### config.mk
export PLATFORM = sky130hd
export DESIGN_NAME = mult_operand_issuer
export DESIGN_NICKNAME = d
export VERILOG_FILES = /design/src/rtl/mult_operand_issuer.sv
export SDC_FILE = /design/constraint.sdc
export NUM_CORES = 2
export LEC_CHECK = 0
export CAP_MARGIN = 5
export CORE_ASPECT_RATIO = 0.5
export CORE_UTILIZATION = 30
export DETAILED_ROUTE_END_ITERATION = 12
export SLEW_MARGIN = 40
export SYNTH_ARGS = -nofsm -noshare
export SYNTH_HDL_FRONTEND = slang
export SYNTH_SLANG_ARGS = --single-unit
### constraint.sdc
create_clock -name clk -period 124.7 [get_ports clk]
set_clock_uncertainty 0.15 [all_clocks]
set_input_delay 37.41 -clock clk [delete_from_list [all_inputs] [get_ports clk]]
set_output_delay 37.41 -clock clk [all_outputs]
set_load 0.005 [all_outputs]
### src/rtl/mult_operand_issuer.sv
// Operand sequencer for the limb multipliers: buffers two NUM_LIMBS-limb operands,
// then issues every (A[i], B[j]) pair i-major with an en pulse every ISSUE_GAP cycles.
module mult_operand_issuer #(
    parameter int LIMB_W    = 110,
    parameter int NUM_LIMBS = 4,
    parameter int ISSUE_GAP = 4,
    parameter int IDX_W     = (NUM_LIMBS > 1) ? $clog2(NUM_LIMBS) : 1
) (
    input  logic              clk,
    input  logic              rst,
    input  logic              in_valid,
    output logic              in_ready,
    input  logic [LIMB_W-1:0] in_data,
    input  logic              start,
    output logic              busy,
    output logic              done,
    output logic              en,
    output logic [LIMB_W-1:0] a_limb,
    output logic [LIMB_W-1:0] b_limb,
    output logic [IDX_W-1:0]  a_idx,
    output logic [IDX_W-1:0]  b_idx,
    output logic              last
);

    localparam int LCNT_W = $clog2(2 * NUM_LIMBS);
    localparam int GAP_W  = (ISSUE_GAP > 1) ? $clog2(ISSUE_GAP) : 1;
    localparam logic [LCNT_W-1:0] LOAD_LAST = LCNT_W'(2 * NUM_LIMBS - 1);
    localparam logic [LCNT_W-1:0] LOAD_B    = LCNT_W'(NUM_LIMBS);
    localparam logic [IDX_W-1:0]  IDX_LAST  = IDX_W'(NUM_LIMBS - 1);
    localparam logic [GAP_W-1:0]  GAP_LAST  = GAP_W'(ISSUE_GAP - 1);

    typedef enum logic [1:0] {S_LOAD, S_READY, S_ISSUE} state_t;

    state_t             state;
    logic [LCNT_W-1:0]  load_cnt;
    logic [IDX_W-1:0]   i_cnt;
    logic [IDX_W-1:0]   j_cnt;
    logic [GAP_W-1:0]   gap_cnt;
    logic               issued_all;
    logic [LIMB_W-1:0]  a_buf [NUM_LIMBS];
    logic [LIMB_W-1:0]  b_buf [NUM_LIMBS];

    logic               load_is_b;
    logic [LCNT_W-1:0]  b_off;
    logic [IDX_W-1:0]   wr_idx;
    logic               pair_is_last;

    assign in_ready     = (state == S_LOAD);
    assign busy         = (state == S_ISSUE);
    assign load_is_b    = (load_cnt >= LOAD_B);
    assign b_off        = load_cnt - LOAD_B;
    assign wr_idx       = load_is_b ? IDX_W'(b_off) : IDX_W'(load_cnt);
    assign pair_is_last = (i_cnt == IDX_LAST) && (j_cnt == IDX_LAST);

    // The pair after the final issue is never driven; issued_all makes the next
    // gap-zero slot the done slot, so the last pair still gets a full gap.
    always_ff @(posedge clk or posedge rst) begin
        if (rst) begin
            state      <= S_LOAD;
            load_cnt   <= '0;
            i_cnt      <= '0;
            j_cnt      <= '0;
            gap_cnt    <= '0;
            issued_all <= 1'b0;
            en         <= 1'b0;
            done       <= 1'b0;
            last       <= 1'b0;
            a_limb     <= '0;
            b_limb     <= '0;
            a_idx      <= '0;
            b_idx      <= '0;
            for (int k = 0; k < NUM_LIMBS; k++) begin
                a_buf[k] <= '0;
                b_buf[k] <= '0;
            end
        end else begin
            en   <= 1'b0;
            done <= 1'b0;
            last <= 1'b0;
            case (state)
                S_LOAD: begin
                    if (in_valid) begin
                        if (load_is_b) b_buf[wr_idx] <= in_data;
                        else           a_buf[wr_idx] <= in_data;
                        if (load_cnt == LOAD_LAST) begin
                            load_cnt <= '0;
                            state    <= S_READY;
                        end else begin
                            load_cnt <= load_cnt + 1'b1;
                        end
                    end
                end
                S_READY: begin
                    if (start) begin
                        state      <= S_ISSUE;
                        i_cnt      <= '0;
                        j_cnt      <= '0;
                        gap_cnt    <= '0;
                        issued_all <= 1'b0;
                    end
                end
                S_ISSUE: begin
                    gap_cnt <= (gap_cnt == GAP_LAST) ? '0 : gap_cnt + 1'b1;
                    if (gap_cnt == '0) begin
                        if (issued_all) begin
                            done     <= 1'b1;
                            state    <= S_LOAD;
                            load_cnt <= '0;
                        end else begin
                            en         <= 1'b1;
                            a_limb     <= a_buf[i_cnt];
                            b_limb     <= b_buf[j_cnt];
                            a_idx      <= i_cnt;
                            b_idx      <= j_cnt;
                            last       <= pair_is_last;
                            issued_all <= pair_is_last;
                            if (j_cnt == IDX_LAST) begin
                                j_cnt <= '0;
                                i_cnt <= (i_cnt == IDX_LAST) ? '0 : i_cnt + 1'b1;
                            end else begin
                                j_cnt <= j_cnt + 1'b1;
                            end
                        end
                    end
                end
                default: state <= S_LOAD;
            endcase
        end
    end

endmodule
[After elaboration in Yosys (flattened, before gate mapping)]
Index checks and enable logic that the tools add are counted.
Operators by class
  eq/ne operators: 13
  add/sub/neg operators: 5
  multiplexer cells: 47
  order comparisons: 5
  bitwise gates (word level): 5
  reductions and logical operators: 15
Operator list (number)
  bitwise mux 440 bit: 2
  2-to-1 mux 110 bit: 5
  binary-select mux 110 bit (select 2 bit): 2
  demux 110 bit (select 2 bit): 1
  2-to-1 mux 2 bit: 15
  greater-or-equal comparator 3 bit, second input constant: 4
  2-to-1 mux 1 bit: 12
  2-to-1 mux 3 bit: 4
  case mux 2 bit (2 select lines): 3
  AND reduction 3 bit: 4
  AND reduction 5 bit: 2
  NOT 2 -> 3 bit: 3
  == test 2 bit, second input constant: 4
  inequality test 2 x 1 -> 1 bit, second input constant: 4
  AND reduction 4 bit: 2
  adder 2 x 1 -> 2 bit, second input constant: 3
  inequality test 2 bit, second input constant: 3
  case mux 2 bit (3 select lines): 1
  case mux 3 bit (2 select lines): 1
  zero test 2 bit: 2
  nonzero test 2 bit: 2
  adder 3 x 1 -> 3 bit, second input constant: 1
  == test 3 bit, second input constant: 1
  less-than comparator 3 x 1 -> 1 bit, second input constant: 1
  other kinds (6): 8
Word-level totals
  bits of input ports: 114
  register bits: 1119
  logic and storage cells: 111
  output and inout bits: 229

[Depth between registers and ports, before layout]
  depth after elaboration: 8
  depth in mapped cells: 7
  mapped depth without buffers: 5

[Worst setup path before layout]
OpenSTA, ideal clock, no wires.
  path kind: input port to flip-flop
  from: input port in_valid
  to: register a_buf[110] (netlist bit)
  data required time: 124.425 ns
  data arrival time: 38.453 ns
  slack: 85.972 ns
  path buffers: 2
  cell stages on the path: 5
  setup time: 0.125 ns
  cells stage by stage: nor2b_4 > and4bb_1 > buf_4 > buf_6 > mux2_2
Between the ends
  word-level cells in the longest chain between the ends: 1
RTL lines
  from (decl): line 11  | input logic in_valid,
  AND reduction 3 bit (no line)
  to (signal, indexed assignment): line 84  | else a_buf[wr_idx] <= in_data;
  to (decl): line 40  | logic [LIMB_W-1:0] a_buf [NUM_LIMBS];
Every way passes these cells.
A chain may end at the register's enable or synchronous reset.

[Worst setup path in the final report]
  from: input port in_valid
  to: register b_buf[11] (netlist bit)
Between the ends
  word-level cells in the longest chain between the ends: 1
RTL lines
  AND reduction 3 bit (no line)
  to (signal, indexed assignment): line 83  | if (load_is_b) b_buf[wr_idx] <= in_data;
  to (decl): line 41  | logic [LIMB_W-1:0] b_buf [NUM_LIMBS];
Every way passes these cells.

==> load_flow_metrics.sql <==
INSERT INTO impl_metrics (metric_group, metric, value, unit) VALUES
('sta', 'number_of_setup_violations_in_the_final_report', '0', ''),
('clock_tree', 'postCtsHoldBufs', '0', ''),
('clock_tree', 'cts_tree', 'done', ''),
('logic_synthesis', 'synth_seq_area_share', '59.2', '%'),
('global_route', 'grt_util_all_layers', '14.9', '%'),
('global_route', 'number_of_antenna_violations_at_the_first_check_in_global_routing', '20', ''),
('clock_tree', 'cts_sinks', '1119', ''),
('global_route', 'grt_max_degree', '140', ''),
('layout', 'fill_cells', '14370', ''),
('sta', 'setup_total_neg_slack', '0', 'ns'),
('logic_synthesis', 'synth-warning-count', '0', ''),
('place', 'numPortBuffers', '342', ''),
('clock_tree', 'post_cts_buffers', '0', ''),
('global_route', 'globalRoute.totalOverflow', '0', ''),
('sta', 'final.min_clock_period', '40.19', 'ns'),
('logic_synthesis', 'syn-cell-area', '0.0473', 'mm^2'),
('die', 'fp.dieW', '563', 'um'),
('sta', 'timing.max_slew.rel_slack', '45.9', '%'),
('critical_path', 'rrSetupSlack', '121.14', 'ns'),
('drt', 'remaining_routing_drc_violations', '0', ''),
('logic_synthesis', 'synth_top_area_share', '59.2', '%'),
('place', 'globalplace.congestion', '0.711', ''),
('global_route', 'wire_length_of_the_first_global_routing_pass', '179000', 'um'),
('sta', 'final-max-slew-violation-count', '0', ''),
('critical_path', 'critical_path.most_common_cell', 'sky130_fd_sc_hd__buf_6', ''),
('die', 'design.die.area', '0.159', 'mm^2'),
('die', 'core_area', '0.156', 'mm^2'),
('die', 'initial_utilization', '30.4', '%'),
('drt', 'routedWlPerCell', '22.5', 'um'),
('critical_path', 'setup.worst_path.end_class', 'flop', ''),
('clock_tree', 'numCtsBuffers', '113', ''),
('sta', 'final_period_utilization', '32.2', '%'),
('clock_tree', 'clock_tree.htree_level_count', '3', ''),
('critical_path', 'critPathLaunchType', 'input port', ''),
('logic_synthesis', 'syn_inst', '2681', ''),
('die', 'die-height', '283', 'um'),
('power', 'peak_vdd_ir', '0.0000116', 'V'),
('clock_tree', 'path_clk_slew', '0.06', 'ns'),
('layout', 'synth_to_final_area_change', '19.6', '%'),
('logic_synthesis', 'synth_area_leaders', 'sky130_fd_sc_hd__dfrtp_1 59%, sky130_fd_sc_hd__mux2_2 16%, sky130_fd_sc_hd__mux4_2 10%', ''),
('layout', 'layout.cell_area.non_filler', '0.0566', 'mm^2'),
('layout', 'share_of_final_layout_standard_cells_stronger_than_drive_strength_1', '37.6', '%'),
('global_route', 'first_global_vias', '27744', ''),
('critical_path', 'crit_path_largest_cell_delay', '0.63', 'ns'),
('logic_synthesis', 'ys.flop_type', 'sky130_fd_sc_hd__dfrtp_1', ''),
('logic_synthesis', 'synth_area_per_cell', '17.6', 'um^2'),
('critical_path', 'cp-startpoint', 'in_valid', ''),
('logic_synthesis', 'synth.net_count', '2804', ''),
('drt', 'num_vias', '24831', ''),
('clock_tree', 'cts_root_buffer', 'sky130_fd_sc_hd__clkbuf_16', ''),
('drt', 'drt_iter0_drc', '1224', ''),
('critical_path', 'cp_class', 'input port to flop', ''),
('place', 'post_detailed_placement_half_perimeter_wirelength', '70100', 'um'),
('clock_tree', 'clk-insertion-delay-late', '0.70', 'ns'),
('sta', 'worst_slew_pin_slew', '0.812', 'ns'),
('status', 'outcome', 'finished clean', ''),
('critical_path', 'required', '125.11', 'ns'),
('drt', 'detail-route-antenna-nets', '0', ''),
('drt', 'drt-pass1-iter-count', '4', ''),
('power', 'cellLeakagePower', '24.0', 'nW'),
('critical_path', 'timing.rr.start', 'state[0]', ''),
('die', 'design.portCount', '343', ''),
('sta', 'final_hold_viol_count', '0', ''),
('logic_synthesis', 'synth_enable_flop_cells', '0', ''),
('drt', 'avgViaCountPerCell', '4.78', ''),
('power', 'power-per-cell-area', '22.3', 'mW/mm^2'),
('place', 'placed_area', '0.0525', 'mm^2'),
('clock_tree', 'post_cts_resize_count', '0', ''),
('logic_synthesis', 'synth_cell_types', '36', ''),
('critical_path', 'worstPathCellList', 'clkdlybuf4s50_1, nor2b_4, and4b_4, buf_6, buf_6, mux2_1', ''),
('critical_path', 'critPathSlowestCell', 'sky130_fd_sc_hd__buf_6', '');
-- synth_stat cells, types with 4 or more instances --
master / instances
sky130_fd_sc_hd__buf_1: 11
sky130_fd_sc_hd__clkbuf_1: 12
sky130_fd_sc_hd__buf_6: 61
sky130_fd_sc_hd__buf_2: 59
sky130_fd_sc_hd__mux4_2: 220
sky130_fd_sc_hd__inv_1: 6
sky130_fd_sc_hd__mux2_1: 414
sky130_fd_sc_hd__ha_1: 9
sky130_fd_sc_hd__mux2_2: 680
sky130_fd_sc_hd__mux2_4: 10
sky130_fd_sc_hd__buf_12: 7
sky130_fd_sc_hd__a21oi_1: 4
sky130_fd_sc_hd__dfrtp_1: 1119
sky130_fd_sc_hd__buf_4: 23
sky130_fd_sc_hd__nor2_1: 8
-- per-stage QoR --
| step | setup slack, ns | std cells | util [%] | total power, mW | hold slack [ns] |
|---|---|---|---|---|---|
| after floorplan | 55.63 | 2681 | - | 0.822 | 0.302 |
| after global placement | 82.68 | 4972 | 33.7 | 0.897 | 0.312 |
| after detailed placement | 82.71 | 4976 | 33.8 | 0.921 | 0.319 |
| after CTS | 83.50 | 5185 | 36.3 | 1.28 | 0.332 |
| after global routing | 84.23 | 5191 | 36.4 | 1.33 | 0.342 |
| final | 84.51 | 5192 | 36.4 | 1.26 | 0.327 |
-- cell usage in the layout, fill, tap and decap left out, types with 3 or more instances in the layout --
cell	instances
sky130_fd_sc_hd__o2bb2ai_1	3
sky130_fd_sc_hd__clkdlybuf4s50_1	342
sky130_fd_sc_hd__dfrtp_1	1115
sky130_fd_sc_hd__and4b_4	3
sky130_fd_sc_hd__bufinv_16	6
sky130_fd_sc_hd__ha_1	9
sky130_fd_sc_hd__clkbuf_16	117
sky130_fd_sc_hd__mux4_2	220
sky130_fd_sc_hd__nand2_1	3
sky130_fd_sc_hd__inv_1	5
sky130_fd_sc_hd__buf_6	28
sky130_fd_sc_hd__a21oi_1	4
sky130_fd_sc_hd__buf_4	11
sky130_fd_sc_hd__nor2b_1	3
sky130_fd_sc_hd__buf_16	4
sky130_fd_sc_hd__clkbuf_1	15
sky130_fd_sc_hd__mux2_2	680
sky130_fd_sc_hd__nand3_4	3
sky130_fd_sc_hd__clkbuf_8	46
sky130_fd_sc_hd__buf_12	4
sky130_fd_sc_hd__diode_2	5
sky130_fd_sc_hd__dfrtp_4	4
sky130_fd_sc_hd__mux2_1	414
sky130_fd_sc_hd__clkinv_2	23
sky130_fd_sc_hd__nor2_1	8
sky130_fd_sc_hd__mux2_4	10
-- kinds of logic (layout without fill, tap and decap cells) --
kind of cell	after synthesis	in the layout	share of synthesized area (%)
AOI/OAI and AO/OA	20	20	0.312
and+or+nand+nor	29	29	0.389
buffers and inverters	180	606	3.00
muxes	1324	1324	36.8
adders and majority gates	9	9	0.238
DFF	1119	1119	59.2
other	0	5	0
-- worst max-delay path: cells and delay by family --
kind / cells / cell delay (ns)
buf+inv: 3 / 1.75
mux: 1 / 0.39
simple gates: 2 / 0.95
-- area by class of cell --
class	instances	area (um^2)	area share [%]
Timing Repair Buffer	391	4040	7.14
Antenna cell	5	12.5	0.0221
Multi-Input combinational cell	1382	17900	31.7
Inverter	6	35.0	0.0619
Tap cell	2080	2600	4.60
Sequential cell	1119	28000	49.5
Clock buffer	176	3590	6.35
Clock inverter	33	328	0.580
-- final timing paths --
check,cells past startpoint,end
max,6,b_buf[11]
min,1,a_buf[158]
max reg2reg,5,a_buf[428]
min reg2reg,1,a_buf[158]
max in group asynchronous,6,a_buf[311]
min in group asynchronous,2,b_buf[349]
-- registers in the layout (all words and copies together), names as in the netlist --
name / flops
a_buf: 440
b_buf: 440
a_limb: 110
b_limb: 110
load_cnt: 3
a_idx: 2
b_idx: 2
gap_cnt: 2
i_cnt: 2
j_cnt: 2
state: 2
done: 1
en: 1
issued_all: 1
last: 1
-- power by group --
part | internal (mW) | switching, mW
sequential | 0.516 | 0.0739
clock | 0.209 | 0.142
combinational | 0.201 | 0.116
-- per-layer routing --
metal	vias up	track usage [%]	share of wire, %	routed length [um]
li1	10671	-	-	-
met1	13600	18.4	42	48800
met2	330	26.1	51	59900
met3	208	2.88	3.7	4320
met4	22	5.29	3.3	3900
met5	-	0	0.12	138
(Power assumes the default switching activity.)
